<file path="config.mk">
export PLATFORM = sky130hd
export DESIGN_NAME = move_sequencer
export DESIGN_NICKNAME = d
export VERILOG_FILES = /design/src/rtl/move_sequencer.sv
export SDC_FILE = /design/constraint.sdc
export NUM_CORES = 1
export LEC_CHECK = 0
export ABC_AREA = 1
export BUFFER_PORTS_ARGS = -buffer_cell sky130_fd_sc_hd__buf_2
export CAP_MARGIN = 10
export CORE_MARGIN = 2
export CORE_UTILIZATION = 45
export DETAILED_ROUTE_END_ITERATION = 10
export PLACE_DENSITY_LB_ADDON = 0.1
export SLEW_MARGIN = 40
export SYNTH_ARGS = -nofsm -noshare
export SYNTH_HDL_FRONTEND = slang
export SYNTH_SLANG_ARGS = --single-unit
</file>
<file path="constraint.sdc">
create_clock -name clock_i -period 1.9 [get_ports clock_i]
set_input_delay 0.285 -clock clock_i [delete_from_list [all_inputs] [get_ports clock_i]]
set_output_delay 0.285 -clock clock_i [all_outputs]
set_load 0.005 [all_outputs]
</file>
<file path="src/rtl/move_sequencer.sv">
`default_nettype none
// ============================================================================
//  Module      : move_sequencer
//  Description : Takes a packed batch of 4-bit move codes and issues them one
//                at a time to the motor driver over a cmd_valid/cmd_done
//                handshake. A fixed settle gap follows every completed move.
//                Reports batch completion, dropped batches and faults.
//  Revision    : 1.0  initial release
// ============================================================================
module move_sequencer #(
    parameter int NUM_SLOTS      = 15,
    parameter int SETTLE_CYCLES  = 1000,
    parameter int TIMEOUT_CYCLES = 1 << 24
) (
    input  logic                   clock_i,
    input  logic                   reset_i,
    input  logic [4*NUM_SLOTS-1:0] moves_i,
    input  logic                   new_moves_i,
    input  logic                   cmd_done_i,
    output logic [3:0]             cmd_move_o,
    output logic                   cmd_valid_o,
    output logic                   busy_o,
    output logic                   batch_done_o,
    output logic [3:0]             moves_done_o,
    output logic                   dropped_o,
    output logic                   bad_code_o,
    output logic                   timeout_err_o
);

    localparam int IDX_W = (NUM_SLOTS > 1) ? $clog2(NUM_SLOTS) : 1;
    localparam int SET_W = (SETTLE_CYCLES > 1) ? $clog2(SETTLE_CYCLES + 1) : 1;
    localparam int TO_W  = $clog2(TIMEOUT_CYCLES + 1);

    typedef enum logic [2:0] {
        S_IDLE   = 3'd0,
        S_SCAN   = 3'd1,
        S_ISSUE  = 3'd2,
        S_SETTLE = 3'd3,
        S_DONE   = 3'd4,
        S_FAULT  = 3'd5
    } state_t;

    state_t                 state_q,       state_d;
    logic [4*NUM_SLOTS-1:0] shadow_q,      shadow_d;
    logic [IDX_W-1:0]       idx_q,         idx_d;
    logic [SET_W-1:0]       settle_q,      settle_d;
    logic [TO_W-1:0]        tcnt_q,        tcnt_d;
    logic [3:0]             cmd_move_q,    cmd_move_d;
    logic                   cmd_valid_q,   cmd_valid_d;
    logic                   batch_done_q,  batch_done_d;
    logic [3:0]             moves_done_q,  moves_done_d;
    logic                   dropped_q,     dropped_d;
    logic                   bad_code_q,    bad_code_d;
    logic                   timeout_err_q, timeout_err_d;

    logic [3:0]             code_w;
    logic                   code_ok_w;
    logic                   code_bad_w;

    // Slot currently addressed by the scan index, and its classification.
    // Codes 2..13 are executable, 0 is a silent filler, 1/14/15 are illegal.
    always_comb begin
        code_w     = shadow_q[{idx_q, 2'b00} +: 4];
        code_ok_w  = (code_w >= 4'd2) && (code_w <= 4'd13);
        code_bad_w = (code_w == 4'd1) || (code_w >= 4'd14);
    end

    // State register and all registered outputs.
    always_ff @(posedge clock_i) begin
        if (reset_i) begin
            state_q       <= S_IDLE;
            shadow_q      <= '0;
            idx_q         <= '0;
            settle_q      <= '0;
            tcnt_q        <= '0;
            cmd_move_q    <= '0;
            cmd_valid_q   <= 1'b0;
            batch_done_q  <= 1'b0;
            moves_done_q  <= '0;
            dropped_q     <= 1'b0;
            bad_code_q    <= 1'b0;
            timeout_err_q <= 1'b0;
        end else begin
            state_q       <= state_d;
            shadow_q      <= shadow_d;
            idx_q         <= idx_d;
            settle_q      <= settle_d;
            tcnt_q        <= tcnt_d;
            cmd_move_q    <= cmd_move_d;
            cmd_valid_q   <= cmd_valid_d;
            batch_done_q  <= batch_done_d;
            moves_done_q  <= moves_done_d;
            dropped_q     <= dropped_d;
            bad_code_q    <= bad_code_d;
            timeout_err_q <= timeout_err_d;
        end
    end

    // Next-state logic: walks slots from the top index down to 0.
    always_comb begin
        state_d       = state_q;
        shadow_d      = shadow_q;
        idx_d         = idx_q;
        settle_d      = settle_q;
        tcnt_d        = tcnt_q;
        cmd_move_d    = cmd_move_q;
        cmd_valid_d   = cmd_valid_q;
        batch_done_d  = 1'b0;
        moves_done_d  = moves_done_q;
        bad_code_d    = bad_code_q;
        timeout_err_d = timeout_err_q;
        // Any batch offered outside IDLE is refused and reported next cycle.
        dropped_d     = new_moves_i && (state_q != S_IDLE);

        case (state_q)
            S_IDLE: begin
                if (new_moves_i) begin
                    shadow_d     = moves_i;
                    idx_d        = IDX_W'(NUM_SLOTS - 1);
                    moves_done_d = '0;
                    bad_code_d   = 1'b0;
                    state_d      = S_SCAN;
                end
            end

            S_SCAN: begin
                if (code_ok_w) begin
                    cmd_move_d  = code_w;
                    cmd_valid_d = 1'b1;
                    tcnt_d      = '0;
                    state_d     = S_ISSUE;
                end else begin
                    if (code_bad_w) begin
                        bad_code_d = 1'b1;
                    end
                    if (idx_q == '0) begin
                        state_d = S_DONE;
                    end else begin
                        idx_d = idx_q - IDX_W'(1);
                    end
                end
            end

            S_ISSUE: begin
                // A completion arriving on the expiry cycle still counts.
                if (cmd_done_i) begin
                    cmd_valid_d  = 1'b0;
                    moves_done_d = moves_done_q + 4'd1;
                    settle_d     = SET_W'(SETTLE_CYCLES - 1);
                    state_d      = S_SETTLE;
                end else if (tcnt_q == TO_W'(TIMEOUT_CYCLES - 1)) begin
                    cmd_valid_d   = 1'b0;
                    timeout_err_d = 1'b1;
                    state_d       = S_FAULT;
                end else begin
                    tcnt_d = tcnt_q + TO_W'(1);
                end
            end

            S_SETTLE: begin
                if (settle_q == '0) begin
                    if (idx_q == '0) begin
                        state_d = S_DONE;
                    end else begin
                        idx_d   = idx_q - IDX_W'(1);
                        state_d = S_SCAN;
                    end
                end else begin
                    settle_d = settle_q - SET_W'(1);
                end
            end

            S_DONE: begin
                batch_done_d = 1'b1;
                state_d      = S_IDLE;
            end

            S_FAULT: begin
                // Parked until reset; cmd_valid already forced low.
                state_d = S_FAULT;
            end

            default: begin
                state_d = S_IDLE;
            end
        endcase
    end

    // Output mapping.
    always_comb begin
        cmd_move_o    = cmd_move_q;
        cmd_valid_o   = cmd_valid_q;
        busy_o        = (state_q != S_IDLE);
        batch_done_o  = batch_done_q;
        moves_done_o  = moves_done_q;
        dropped_o     = dropped_q;
        bad_code_o    = bad_code_q;
        timeout_err_o = timeout_err_q;
    end

endmodule
`default_nettype wire

</file>
==> impl_metrics.csv <==
group,metric,value,unit
placement,finalWeightedCongestion,0.911,
synthesis,cell_taking_the_most_area_after_synthesis,"dfxtp_1",
detailed_routing,routed_via_density,5.23,
worst_setup_path,setup.worst_path.class,"reg2reg",
placement,detailedPlace.worstSlack,-0.0424,ns
flow_run,max_cap_viol_count,0,
worst_setup_path,critical_path.most_common_cell,"nand2_4",
clocking,cts.sinks,115,
synthesis,synth_area_leaders,"dfxtp_1 38%, nand2_1 9.4%, nand3_1 8.5%, a21oi_1 7.2%, inv_1 5.7%",
grt,grt_start_max_net_pins,79,
sta,total_negative_slack,-2.26,ns
synthesis,synth.area.mux_share,0,%
finish,antenna_cells,0,
synthesis,xor_and_xnor_area_share_after_synthesis,3.34,%
synthesis,synth_edf_count,0,
clocking,clk_pin_slew,0.06,ns
floorplanning,dieArea,0.0144,mm^2
sta,timing_max_transition_violations_final,0,
sta,clock_skew,0.00685,ns
floorplanning,die_h,120,um
synthesis,ys_top_cells_by_count,"151 x nand2_1, 115 x dfxtp_1, 102 x nand3_1",
detailed_routing,firstDrtPassIters,5,
clocking,cts_tree,"built",
sta,fmaxAchievable,0.497,GHz
synthesis,synthFlopType,"dfxtp_1",
worst_setup_path,worst_path_largest_cell_delay,0.39,ns
pwr,power.total,0.0119,W
synthesis,top_area_cell_type_share_of_the_netlist_area,38.1,%
finish,final.fill_count,1203,
placement,place_hpwl,11500,um
sta,final-hold-violation-count,0,
synthesis,asyncSetResetFlopFracSynth,0,%
pwr,power.ir.vdd_worst,0.000718,V
sta,finalSetupViolations,32,
detailed_routing,drc,0,
floorplanning,die_width,120,um
worst_setup_path,critPathSlowestCell,"dfxtp_4",
sta,timing_worst_slew_pin_value,0.516,ns
pwr,total_leakage_power,3.36,nW
synthesis,avgSynthCellArea,7.06,um^2
finish,nNetsFinal,1051,
synthesis,yosys.area_share.simple,30.4,%
pwr,power_per_cell_area,1460,mW/mm^2
sta,post-route-period-util,106,%
floorplanning,std_cell_rows,42,
outcome,violations,"setup timing",
worst_setup_path,critPathArrivalTime,2.30,ns
synthesis,post_synthesis_sequential_area_ratio,38.1,%
synthesis,syn_area,0.00604,mm^2
grt,antenna_found_initial,0,
floorplanning,core_area,0.0132,mm^2
synthesis,mappedNetlistNets,923,
clocking,clock_latency,0.42,ns
worst_hold_path,hold_class,"in2reg",
synthesis,yosys_warnings,0,
worst_setup_path,required,2.19,ns
synthesis,ys_ff_latch,115,
detailed_routing,route.antenna.remaining_nets,0,
clocking,cts_buffer_depth,2,
detailed_routing,drt_first_iter_violations,407,
clocking,cts_made_buffers,17,
sta,layout_setup_ws,-0.112,ns
grt,total_global_routing_overflow,0,
floorplanning,start_util,45.8,%
clocking,cts_max_level,4,
worst_setup_path,setup_crit_end_kind,"flip-flop",
synthesis,synth_compound_area_share,16.3,%
synthesis,synth_top_family_by_area,"simple AND/OR/NAND/NOR gates",
grt,first_global_vias,5720,
finish,areaGrowthSynthToFinish,35.2,%
synthesis,syn_inst,855,
detailed_routing,final_routed_wire_length_divided_by_cell_count,14.8,um
grt,track_usage,23.7,%
sta,min_period,2.01,ns
synthesis,synth.lib_cells_used.distinct,41,
finish,fin_util,61.9,%
floorplanning,pin_count,78,
detailed_routing,vias,6124,
sta,timing.slew.headroom,65.3,%
synthesis,post-synth-top-count-cell,"nand2_1",
finish,drive_gt1_share,32.4,%
synthesis,synth-adder-area-share,0.829,%
worst_setup_path,crit_chain,"buf_12 > clkinv_16 > nand2_1 > nand3_1 > nand3_2 > nand3_4 > nand2_4 > nor2_4 > nand2_4 > nand3_4 > buf_4 > buf_6 > nand2_4 > inv_4 > nand2_1 > a21oi_1",
detailed_routing,finalWirelength,17300,um
worst_setup_path,worst_setup_path_start_kind,"flip-flop",
worst_setup_path,crit_fanout,7,
sta,rsz0062_at_grt,"yes",
placement,port-buffer-count,77,
clocking,cts.root.buffer_cell,"clkbuf_16",
grt,wire_length_of_the_first_global_routing_pass,27200,um
outcome,run_status,"finished, violations left",
clocking,cts-hold-fix-buffers,0,
[worst paths after layout]
path,from,end,slack (ns),cells past startpoint
worst max-delay path,idx_q[0],idx_q[3],-0.11,16
worst min-delay path,moves_i[1],shadow_q[1],0.14,3
worst max register to register,idx_q[0],idx_q[3],-0.11,16
worst min register to register,shadow_q[5],shadow_q[5],0.45,2
[worst max-delay path, delay by kind of cell, from the launching register on]
family	cells	cell delay, ns
AO/OA/AOI/OAI	1	0.06
AND/OR/NAND/NOR	10	0.85
buffers and inverters	5	0.57
flip-flops	1	0.39
[report_power, final]
group	total [W]	switching, W	internal, W
clock	0.00317	0.00112	0.00205
combinational	0.00549	0.00328	0.00221
sequential	0.00324	0.000261	0.00298
total	0.0119	0.00465	0.00724
[placed cells by master, fill, tap and decap left out, types with 20 or more instances in the layout]
cell type,instances
nand2_2,37
buf_2,77
nand3_2,28
nand3_1,69
a21oi_1,84
buf_4,58
nand2_1,131
clkbuf_16,20
inv_1,88
a21oi_2,23
nor2_1,69
dfxtp_1,111
o21ai_0,56
[state kept, by name, summed over array words and instances (netlist names)]
register       count
settle_q          10
shadow_q          60
cmd_move_o         4
bad_code_o         1
tcnt_q            25
cmd_valid_o        1
dropped_o          1
state_q            3
idx_q              4
timeout_err_o      1
moves_done_o       4
batch_done_o       1
[cell families after synthesis]
family	Yosys count
AOI/OAI and AO/OA	176
xor gates and xnor gates	23
adders and majority gates	4
buffers and inverters	144
DFF	115
and+or+nand+nor	393
[what timing repair did]
| item | 4_1_cts | 5_1_grt |
|---|---|---|
| pin swaps | 3 | 39 |
| gates resized for setup | 9 | 107 |
| buffers inserted | 1 | 10 |
| cloned | 2 | 5 |
| setup endpoints to repair | 31 | 48 |
[per-layer routing]
metal	GRT usage (%)	vias up	share of wire, %
met1	29.1	2865	43
met2	40.5	160	50
met4	10.0	0	2.4
li1	-	3068	-
met3	4.52	31	4.2
met5	0	-	0
[per-stage QoR]
step                instances  hold slack [ns]  cell area, um^2
floorplan                 855            0.429             6040
global placement         1122            0.436             6880
detailed placement       1122            0.446             6880
CTS                      1157            0.132             7550
global route             1172            0.147             8160
finish                   1172            0.143             8160
[cell type report]
cell class,count,area (um^2),area share (%)
Clock buffer,22,484,5.93
Clock inverter,10,105,1.29
Inverter,97,398,4.88
Multi-Input combinational cell,597,3470,42.5
Sequential cell,115,2310,28.3
Tap cell,176,220,2.70
Timing Repair Buffer,153,1150,14.1
Timing Repair inverter,2,22.5,0.276
Power figures use the tool's default switching activity.
